**src/rtl/truth_table_sweep.sv**
```systemverilog
// Exhaustive truth-table sweep engine: walks all 2^IN_W input vectors, captures the DUT
// response on the last hold cycle of each and folds it into a 16-bit MISR. Optional SWEEP_MISMATCH_EN.
module truth_table_sweep #(
    parameter int IN_W  = 4,
    parameter int OUT_W = 3,
    parameter int HOLD  = 1,
    parameter int GRAY  = 0
) (
    input  logic             clk,
    input  logic             rst_n,
    input  logic             start,
    input  logic             abort,
    output logic [IN_W-1:0]  vec_o,
    output logic             vec_valid_o,
    input  logic [OUT_W-1:0] resp_i,
`ifdef SWEEP_MISMATCH_EN
    input  logic [OUT_W-1:0] exp_i,
    output logic [IN_W:0]    err_cnt_o,
    output logic             err_o,
`endif
    output logic             cap_valid_o,
    output logic [IN_W-1:0]  cap_index_o,
    output logic [OUT_W-1:0] cap_data_o,
    output logic [15:0]      sig_o,
    output logic             busy_o,
    output logic             done_o
);

    localparam int HC_W = (HOLD > 1) ? $clog2(HOLD) : 1;
    localparam logic [HC_W-1:0] HOLD_LAST = HC_W'(HOLD - 1);
    localparam logic [IN_W-1:0] IDX_LAST  = {IN_W{1'b1}};

    typedef enum logic [1:0] {IDLE, DRIVE, DONE} state_t;

    state_t          state, state_next;
    logic [IN_W-1:0] idx, idx_next;
    logic [HC_W-1:0] hold_cnt, hold_cnt_next;
    logic            capture;
    logic            sweep_start;
    logic [15:0]     sig, sig_next, resp_ext;

    always_comb begin
        state_next    = state;
        idx_next      = idx;
        hold_cnt_next = hold_cnt;
        capture       = 1'b0;
        sweep_start   = 1'b0;
        case (state)
            IDLE: begin
                // abort has priority over a simultaneous start
                if (start && !abort) begin
                    state_next    = DRIVE;
                    idx_next      = '0;
                    hold_cnt_next = '0;
                    sweep_start   = 1'b1;
                end
            end
            DRIVE: begin
                if (abort) begin
                    state_next = IDLE;
                end else if (hold_cnt == HOLD_LAST) begin
                    capture       = 1'b1;
                    hold_cnt_next = '0;
                    if (idx == IDX_LAST) state_next = DONE;
                    else                 idx_next   = idx + 1'b1;
                end else begin
                    hold_cnt_next = hold_cnt + 1'b1;
                end
            end
            DONE:    state_next = IDLE;
            default: state_next = IDLE;
        endcase
    end

    always_comb begin
        resp_ext              = '0;
        resp_ext[OUT_W-1:0]   = resp_i;
        sig_next = {sig[14:0], 1'b0} ^ (sig[15] ? 16'h1021 : 16'h0000) ^ resp_ext;
    end

    always_ff @(posedge clk or negedge rst_n) begin
        if (!rst_n) begin
            state    <= IDLE;
            idx      <= '0;
            hold_cnt <= '0;
        end else begin
            state    <= state_next;
            idx      <= idx_next;
            hold_cnt <= hold_cnt_next;
        end
    end

    // Capture record and signature; sig holds its value between sweeps and after an abort.
    always_ff @(posedge clk or negedge rst_n) begin
        if (!rst_n) begin
            cap_valid_o <= 1'b0;
            cap_index_o <= '0;
            cap_data_o  <= '0;
            sig         <= '0;
        end else begin
            cap_valid_o <= capture;
            if (capture) begin
                cap_index_o <= idx;
                cap_data_o  <= resp_i;
                sig         <= sig_next;
            end else if (sweep_start) begin
                sig <= '0;
            end
        end
    end

`ifdef SWEEP_MISMATCH_EN
    localparam logic [IN_W:0] ERR_MAX = {1'b1, {IN_W{1'b0}}};
    logic mismatch;
    assign mismatch = capture && (resp_i != exp_i);

    always_ff @(posedge clk or negedge rst_n) begin
        if (!rst_n) begin
            err_o     <= 1'b0;
            err_cnt_o <= '0;
        end else begin
            err_o <= mismatch;
            if (sweep_start)
                err_cnt_o <= '0;
            else if (mismatch && err_cnt_o != ERR_MAX)
                err_cnt_o <= err_cnt_o + 1'b1;
        end
    end
`endif

    always_comb begin
        vec_o = '0;
        if (state == DRIVE) vec_o = (GRAY != 0) ? (idx ^ (idx >> 1)) : idx;
    end

    assign vec_valid_o = (state == DRIVE);
    assign busy_o      = (state == DRIVE);
    assign done_o      = (state == DONE);
    assign sig_o       = sig;

endmodule
```
**config.mk**
```make
export PLATFORM = sky130hd
export DESIGN_NAME = truth_table_sweep
export DESIGN_NICKNAME = d
export VERILOG_FILES = /design/src/rtl/truth_table_sweep.sv
export SDC_FILE = /design/constraint.sdc
export NUM_CORES = 1
export LEC_CHECK = 0
export ABC_AREA = 0
export CORE_AREA = 3 3 55 57
export DETAILED_ROUTE_END_ITERATION = 8
export DIE_AREA = 0 0 58 60
export GPL_TIMING_DRIVEN = 0
export PLACE_DENSITY = 0.77
export SYNTH_ARGS = -nofsm -noshare
export SYNTH_HDL_FRONTEND = slang
export SYNTH_SLANG_ARGS = --single-unit
```
**constraint.sdc**
```tcl
create_clock -name clk -period 2.1 [get_ports clk]
set_input_delay 0.315 -clock clk [delete_from_list [all_inputs] [get_ports clk]]
set_output_delay 0.315 -clock clk [all_outputs]
set_load 0.05 [all_outputs]
```
# Word level (Yosys, flattened, before mapping)
# Index checks and enable logic that the tools add are counted.
[word_totals]
regBits = 31
inputBits = 7
out_inout_bits = 31
wordCells = 51
[op_classes]
n_addsub = 2
n_eq_ne = 9
mux = 23
n_bitwise = 2
n_reduce_logical = 8
[op_table]
columns = ["cell", "n"]
rows = [
  ["two-way mux 16 bit", 2],
  ["two-way mux 4 bit", 5],
  ["bitwise XOR 16 x 13 -> 16 bit", 1],
  ["bitwise XOR 16 x 3 -> 16 bit", 1],
  ["two-way mux 13 bit", 1],
  ["two-way mux 1 bit", 8],
  ["two-way mux 2 bit", 4],
  ["inequality test 2 bit, second input constant", 4],
  ["case mux 4 bit (2 select lines)", 1],
  ["AND reduction 3 bit", 2],
  ["AND reduction 5 bit", 1],
  ["adder 4 x 1 -> 4 bit, second input constant", 1],
  ["equality test 4 bit, second input constant", 1],
  ["case mux 2 bit (2 select lines)", 1],
  ["nonzero test 2 bit", 2],
  ["inequality test 3 x 2 -> 1 bit, second input constant", 1],
  ["inequality test 3 bit, second input constant", 1],
  ["equality test 2 x 1 -> 1 bit, second input constant", 1],
  ["equality test 2 bit, second input constant", 1],
  ["zero test 2 bit", 1],
  ["case mux 1 bit (2 select lines)", 1],
  ["adder 1 bit, second input constant", 1],
  ["logical AND 1 bit", 1],
  ["zero test 1 bit", 1],
]

# Depth between registers and ports, before layout
# Gate-level depths: netlist (run 1).
[logic_depth]
ltp_word = 6
depth_mapped = 4
depth_no_buf = 4

# Worst setup path after synthesis (run 1)
# Ideal clock, no wire load.
[synth_timing]
path_type = "flip-flop to output port"
start = "register state[1]"
end = "output vec_o[2]"
arrival_time_ns = 1.817
required_ns = 1.785
setup_slack_ns = -0.032
path_stages_with_launch = 3
n_path_buf = 0
cell_sequence = "dfrtp_1 -> nor2b_1 -> and2_1"
[synth_between]
elab_chain_cells = 2
[synth_rtl]
columns = ["element", "line", "source"]
rows = [
  ["start: declaration", "35", "state_t state, state_next;"],
  ["start signal: assignment", "87", "state <= state_next;"],
  ["equality test 2 x 1 -> 1 bit", "-", ""],
  ["named net busy_o", "25", "output logic busy_o,"],
  ["two-way mux 4 bit", "133", "if (state == DRIVE) vec_o = (GRAY != 0) ? (idx ^ (idx >> 1)) : idx;"],
  ["end: declaration", "13", "output logic [IN_W-1:0] vec_o,"],
]
# The timed path passes the listed nets, and every way through them passes these cells.

# Worst setup path after layout (run 1)
[layout_timing]
start = "register sig[15] (netlist: sig_o[15])"
end = "output sig_o[15]"
[layout_rtl]
columns = ["element", "line", "source"]
rows = [
  ["start: declaration", "40", "logic [15:0] sig, sig_next, resp_ext;"],
  ["start signal: assignment", "105", "sig <= sig_next;"],
  ["end: declaration", "24", "output logic [15:0] sig_o,"],
]
# No word-level cell between the ends.

==> flow_summary.yaml, run 1 <==
status:
  status: "finished clean"
layout:
  synthToLayoutAreaGrowth_pct: 35.8
  layout-drive-gt1-share_pct: 20.0
  diodes: 0
  layout.cells.non_filler: 170
  final_cell_area_mm2: 0.00170
  final_nets: 147
  final_util_pct: 67.5
synth:
  seq_area_frac_synth_pct: 59.9
  synth_edf_count: 0
  synth_cell_type_count: 25
  synth.most_common_cell: "dfrtp_1"
  ys_seq_elements: 30
  synth_top_area_cell: "dfrtp_1"
  syn_nets: 103
  ys_top_cells_by_area: "dfrtp_1 60%, a22o_1 11%, mux2_2 5.4%"
  async_reset_ff_share_pct: 100
  avgSynthCellArea_um2: 13.2
  synth_top_area_share_pct: 59.9
  synth_cells: 95
  syn-cell-area_mm2: 0.00125
  ys.flop_type: "dfrtp_1"
  synthTopCellsByCount: "30 x dfrtp_1, 16 x a22o_1, 6 x mux2_2"
  ys_warn_count: 0
floorplanning:
  rows: 18
  io_pins: 38
  die_y_um: 60
  core_mm2: 0.00252
  die_x_um: 58
  start_util_pct: 49.7
  die_area_mm2: 0.00348
cts:
  cts_tree: "done"
  clk_pin_slew_ns: 0.10
  cts.path.max_buffers: 2
  ctsHtreeMaxLevel: 2
  numCtsBuffers: 5
  cts_setup_buffers: 0
  root_buffer: "clkbuf_4"
  cts.sinks: 30
  clk_latency_ns: 0.33
sta:
  whs_ns: 0.00262
  tightest_slew_ns: 0.643
  maxSlewViolCount: 0
  fin_crit_sh_pct: 94.3
  setup_violations: 0
  maxSlewHeadroom_pct: 57.1
  fin_skew_ns: 0.00643
  max_freq_ghz: 0.505
  period_minus_slack_ns: 1.98
  hold_viol: 0
  fin_tns_setup_ns: 0
  rsz0062_at_grt: "no"
global_route:
  grt_pass1_wl_mm: 4.22
  grt_pass1_vias: 950
  grt-ovfl-total: 0
  grt.busiest_layer: "met2"
  grt_usage_pct: 16.9
  use_met1_pct: 18.5
  met2_usage_pct: 28.5
  grt_max_degree: 31
  grt_use_met3_pct: 7.13
  antenna_found_initial: 0
setup_path:
  cp.arrival_ns: 1.67
  critPathBufInv: 1
  crit_path_max_incr_delay_ns: 0.85
  start_kind: "flop"
  worstPathRequired_ns: 1.78
  cp-end-kind: "primary output"
  timing.rr.start: "state[1]"
  r2r_setup_slack_ns: 0.55
  critical_path_class: "flop to primary output"
  crit_family: "buffers and inverters"
  path_max_fanout: 5
  cpMaxStageDelayCell: "clkdlybuf4s50_1"
  r2r_end: "cap_index_o[2]"
  reg2regPathDepth: 3
  cp_cell_sequence: "clkdlybuf4s50_1"
place:
  placed_cell_area_mm2: 0.00166
  portBuffers: 37
  hpwlAfterDp_mm: 1.85
  gp_congestion: 0.829
  dp_cells: 162
routing:
  wl_mm: 2.57
  initialDrtViolationCount: 24
  route.detailed.drc: 0
  vias_per_cell: 5.41
  firstDrtPassIters: 4
  antenna_left: 0
  via_count: 920
  wl_per_cell_um: 15.1
worst_hold_path:
  hold_class: "input pin to asynchronous set/reset pin"
power:
  p_per_area_mw_per_mm2: 844
  ir_drop_v: 0.000585
  cellLeakagePower_nw: 0.810
run:
  max_cap_viol_count: 0
## registers in the layout, summed over array words and instances (netlist names)
register and flops:
sig_o 16, cap_index_o 4, idx 4, cap_data_o 3
state 2, cap_valid_o 1
## kinds of logic after synthesis
kind of cell / synth area share [%]
AOI/OAI and AO/OA: 15.2
xor gates and xnor gates: 3.49
adders and majority gates: 0.998
buffers and inverters: 3.89
DFF: 59.9
muxes: 6.59
and+or+nand+nor: 9.98
## layout by cell type, fill, tap and decap left out
cell type,n
nand3_1,4
buf_4,2
and2_1,2
dfrtp_1,30
o21ai_0,4
nand2_2,1
clkinvlp_4,1
clkbuf_2,3
a31oi_1,1
a22o_1,16
mux2_2,6
and2b_1,1
nor2_1,3
nand2b_1,1
nor3_1,4
clkinv_2,1
o211a_1,1
inv_1,3
a2bb2oi_1,1
buf_2,1
dlygate4sd2_1,4
nor3b_4,1
clkdlybuf4s50_1,29
clkbuf_4,5
mux2_4,1
clkbuf_8,1
or2_2,2
buf_6,2
nor2b_2,1
nand2_1,1
xor2_1,5
ha_1,1
a21oi_1,1
## power breakdown
group	internal (W)	total, W	switching (W)
clock	0.000161	0.000361	0.000200
combinational	0.000144	0.000404	0.000259
sequential	0.000630	0.000672	0.0000415
## layer usage
layer / up-vias / share of wire, %
met2: 30 / 52
met1: 451 / 40
met5: - / 0
li1: 434 / -
met3: 5 / 6.3
met4: 0 / 1.8
## worst max path at each step
stage / to / cells past startpoint / from / slack, ns
floorplan: vec_o[0] / 1 / state[1] / 0.23
global placement: vec_o[3] / 3 / state[1] / 0.17
detailed placement: vec_o[2] / 3 / state[1] / 0.14
CTS: vec_o[2] / 3 / state[1] / 0.05
global route: sig_o[15] / 1 / sig_o[15] / 0.07
finish: sig_o[15] / 1 / sig_o[15] / 0.12
## final cells by class
type                    count  area [um^2]
multi-input cells          58          457
plain buffers               4         37.5
repair buffers             37          345
clock inverters             2         12.5
well taps                  30         37.5
clock buffers               6         51.3
inverters                   3         11.3
fillers                   195          820
flip-flops and latches     30          751
## metrics by stage
stage	setup slack [ns]	power (W)
floorplan	0.229	0.000947
global placement	0.173	0.00109
detailed placement	0.140	0.00110
CTS	0.0500	0.00145
global route	0.0659	0.00150
finish	0.120	0.00144
## what timing repair did
action / CTS / global route
gates cloned: 0 / 0
gates resized for setup: 7 / 6
hold buffers: 0 / 0
endpoints found under the setup margin: 7 / 3
(Power assumes the default switching activity.)
==> run 2, diff against run 1 <==
Settings changed: CORE_AREA 3 3 55 57 to 2 2 54 56, DIE_AREA 0 0 58 60 to 0 0 56 58.
==> flow_summary.yaml, run 2 (synthesis gave the netlist of run 1 again) <==
routing:
  vias_per_cell: 5.25
  firstDrtPassIters: 4
  via_count: 897
  initialDrtViolationCount: 26
  wl_per_cell_um: 14.4
  route.detailed.drc: 0
  wl_mm: 2.45
  antenna_left: 0
floorplanning:
  die_area_mm2: 0.00325
  die_x_um: 56
  start_util_pct: 47.1
  die_y_um: 58
  io_pins: 38
  core_mm2: 0.00266
  rows: 19
global_route:
  grt_pass1_vias: 851
  grt_max_degree: 31
  grt-ovfl-total: 0
  grt_usage_pct: 16.9
  antenna_found_initial: 0
  grt_pass1_wl_mm: 4.13
setup_path:
  timing.rr.start: "state[1]"
  cp-end-kind: "primary output"
  cpMaxStageDelayCell: "clkdlybuf4s15_1"
  start_kind: "flop"
  cp_cell_sequence: "nor2b_2 -> and2_1 -> clkdlybuf4s15_1"
  path_max_fanout: 7
  cp.arrival_ns: 1.67
  startpoint: "state[1]"
  crit_path_max_incr_delay_ns: 0.49
  critical_path_class: "flop to primary output"
  worstPathRequired_ns: 1.78
layout:
  final_nets: 147
  fillers: 226
  layout-drive-gt1-share_pct: 17.1
  final-seq-area_um2: 751
  multi_input_area_um2: 457
  diodes: 0
  largest_register_ffs: 16
  mostFrequentLayoutCells: "30 x dfrtp_1, 29 x clkdlybuf4s50_1, 16 x a22o_1"
  final_common_cell: "dfrtp_1"
  synthToLayoutAreaGrowth_pct: 36.8
status:
  status: "finished clean"
sta:
  period_minus_slack_ns: 1.98
  tightest_slew_ns: 0.628
  fin_crit_sh_pct: 94.3
  maxSlewHeadroom_pct: 58.1
  whs_ns: 0.00564
  setup_violations: 0
  fin_skew_ns: 0.00735
  max_freq_ghz: 0.505
  hold_viol: 0
  rsz0062_at_grt: "no"
  maxSlewViolCount: 0
  fin_tns_setup_ns: 0
cts:
  ctsHtreeMaxLevel: 2
  cts.sinks: 30
  numCtsBuffers: 5
  clk_pin_slew_ns: 0.09
  clk_latency_ns: 0.32
  root_buffer: "clkbuf_4"
  cts_hold_buf: 0
  cts_setup_buffers: 0
  cts.path.max_buffers: 2
  cts_tree: "done"
place:
  portBuffers: 37
  gp_congestion: 0.853
  hpwlAfterDp_mm: 1.82
power:
  p_per_area_mw_per_mm2: 829
  cellLeakagePower_nw: 0.811
  ir_drop_v: 0.000647
run:
  max_cap_viol_count: 0
worst_hold_path:
  hold_class: "input pin to asynchronous set/reset pin"
run 2: path summary, 6_finish.rpt:
check                                 end  slack, ns  depth (start not counted)
setup reg to reg           cap_index_o[2]       0.52                          3
max in group asynchronous        sig_o[2]       1.68                          1
hold reg to reg            cap_index_o[3]       0.51                          1
setup / recovery                 vec_o[3]       0.12                          3
min in group clk           cap_index_o[3]       0.51                          1
hold / removal             cap_index_o[0]      0.006                          1
run 2: stage by stage:
stage                     util, %  power [W]  setup WS [ns]  cells  instance area (um^2)
after global routing         64.4    0.00149        0.00419    171                  1720
after CTS                    64.5    0.00143         0.0615    171                  1720
after global placement       62.5    0.00109          0.164    163                  1670
after floorplan                 -   0.000947          0.229     95                  1260
final                        64.4    0.00142          0.120    171                  1720
after detailed placement     62.5    0.00109          0.131    163                  1670
run 2: cell type report:
class / count / share of cell area [%]
sequential: 30 / 43.8
multi-input combinational: 58 / 26.6
timing repair buffer: 37 / 21.0
clock buffer: 7 / 3.21
tap: 31 / 2.26
buffer: 4 / 2.19
inverter: 3 / 0.656
clock inverter: 1 / 0.292
run 2: report_power, final:
group          total [W]  internal (W)  leakage [nW]  switching, W
Sequential      0.000672      0.000630         0.403     0.0000418
Combinational   0.000403      0.000145         0.373      0.000257
Clock           0.000347      0.000162        0.0353      0.000185
Total            0.00142      0.000938         0.811      0.000484
run 2: per-layer routing:
| layer | share of wire (%) | track usage, % |
|---|---|---|
| met5 | 0 | 0 |
| met4 | 0.65 | 7.14 |
| met3 | 4.8 | 6.25 |
| met2 | 49 | 24.5 |
| met1 | 45 | 23.1 |
run 2: what timing repair did:
item,4_1_cts,5_1_grt
gates cloned,0,0
endpoints found under the setup margin,7,3
resized for setup,7,3
run 2: critical path, delay by kind of cell, from the launching register on:
family | cells | cell delay (ns)
and+or+nand+nor | 2 | 0.39
DFF | 1 | 0.48
buffers and inverters | 1 | 0.49
==> run 3, diff against run 2 <==
Settings changed: CORE_AREA 2 2 54 56 to 2 2 56 58, DIE_AREA 0 0 56 58 to 0 0 58 60, PLACE_DENSITY 0.77 to 0.72.
Clock period 2.1 ns to 2.12 ns, I/O delays scaled along.
==> flow_summary.yaml, run 3 (synthesis gave the netlist of run 1 again) <==
status:
  status: "finished clean"
floorplanning:
  rows: 20
  start_util_pct: 43.2
  io_pins: 38
  die_y_um: 60
  die_x_um: 58
  die_area_mm2: 0.00348
  core_mm2: 0.00290
routing:
  via_count: 922
  initialDrtViolationCount: 29
  route.detailed.drc: 0
  antenna_left: 0
  wl_per_cell_um: 14.6
  vias_per_cell: 5.39
  wl_mm: 2.50
  firstDrtPassIters: 4
place:
  portBuffers: 37
  dp_cells: 165
  gp_congestion: 0.839
  placed_cell_area_mm2: 0.00167
  hpwlAfterDp_mm: 1.83
  preCtsSetupSlack_ns: 0.160
cts:
  cts_tree: "done"
  clk_pin_slew_ns: 0.09
  numCtsBuffers: 5
  cts.path.max_buffers: 2
  ctsHtreeMaxLevel: 2
  cts.sinks: 30
  root_buffer: "clkbuf_4"
  clk_latency_ns: 0.32
  cts_setup_buffers: 0
layout:
  layout.cells.non_filler: 171
  fillers: 252
  final_cell_area_mm2: 0.00171
  mostFrequentLayoutCells: "30 x dfrtp_1, 29 x clkdlybuf4s50_1, 16 x a22o_1"
  synthToLayoutAreaGrowth_pct: 36.3
  final-seq-area_um2: 751
  diodes: 0
  final_common_cell: "dfrtp_1"
  final_nets: 147
  largest_register_ffs: 16
  multi_input_area_um2: 457
  layout-drive-gt1-share_pct: 16.7
setup_path:
  crit_path_max_incr_delay_ns: 0.52
  critPathBufInv: 1
  worst-path-stages: 3
  crit_family: "buffers and inverters"
  r2r_setup_slack_ns: 0.55
  r2r_end: "cap_index_o[2]"
  cpMaxStageDelayCell: "dlygate4sd2_1"
  reg2regPathDepth: 3
  worstPathRequired_ns: 1.80
  critical_path_class: "flop to primary output"
  cp.arrival_ns: 1.70
  start_kind: "flop"
  cp_cell_sequence: "nor2b_2 -> and2_1 -> dlygate4sd2_1"
  crit_path_end: "vec_o[3]"
  timing.rr.start: "state[1]"
  startpoint: "state[1]"
  cp-end-kind: "primary output"
  path_max_fanout: 7
global_route:
  grt_pass1_vias: 927
  grt_usage_pct: 15.8
  grt_max_degree: 31
  antenna_found_initial: 0
  grt-ovfl-total: 0
  grt_pass1_wl_mm: 4.15
worst_hold_path:
  hold_class: "input pin to asynchronous set/reset pin"
power:
  cellLeakagePower_nw: 0.829
  p_per_area_mw_per_mm2: 814
  ir_drop_v: 0.000515
sta:
  tightest_slew_ns: 0.648
  worst_slack_ns: 0.0976
  period_minus_slack_ns: 2.02
  hold_viol: 0
  fin_skew_ns: 0.00515
  setup_violations: 0
  maxSlewViolCount: 0
  fin_tns_setup_ns: 0
  fin_crit_sh_pct: 95.4
  maxSlewHeadroom_pct: 56.8
  rsz0062_at_grt: "no"
  max_freq_ghz: 0.494
run:
  max_cap_viol_count: 0
[run 3: what timing repair did]
action                                  4_1_cts  5_1_grt
hold buffers                                  0        0
endpoints found under the setup margin        6        1
gates resized for setup                       6        1
[run 3: per-stage QoR]
step | power (W) | util [%] | hold WS, ns
after floorplan | 0.000938 | - | 0.0224
after global placement | 0.00108 | 57.5 | 0.492
after detailed placement | 0.00109 | 57.5 | 0.495
after CTS | 0.00140 | 59.0 | 0.523
after global routing | 0.00145 | 58.9 | 0.0674
final | 0.00139 | 58.9 | 0.0183
[run 3: routing by layer]
layer	up-vias	GRT usage, %	part of all wire [%]
li1	429	-	-
met1	460	19.9	44
met2	26	25.0	50
met3	7	4.33	4.0
met4	0	7.64	2.0
met5	-	0	0
[run 3: where the power goes]
| group | switching (W) | internal [W] |
|---|---|---|
| Clock | 0.000177 | 0.000149 |
| Sequential | 0.0000412 | 0.000624 |
| Combinational | 0.000255 | 0.000144 |
[run 3: final cells by class]
type / count / area share (%)
clock buffers: 6 / 3.00
multi-input cells: 58 / 26.7
plain buffers: 4 / 2.20
repair buffers: 37 / 21.1
well taps: 33 / 2.42
inverters: 3 / 0.659
flip-flops and latches: 30 / 43.9
[run 3: how the worst min path moves through the flow]
stage	startpoint	endpoint	slack (ns)	cells past startpoint
2_1_floorplan	rst_n	cap_data_o[0]	0.02	0
3_3_place_gp	cap_index_o[3]	cap_index_o[3]	0.49	1
6_report	rst_n	sig_o[14]	0.02	1
3_5_place_dp	cap_data_o[1]	cap_data_o[1]	0.50	1
4_1_cts	cap_index_o[1]	cap_index_o[1]	0.52	1
5_1_grt	rst_n	cap_data_o[2]	0.07	1
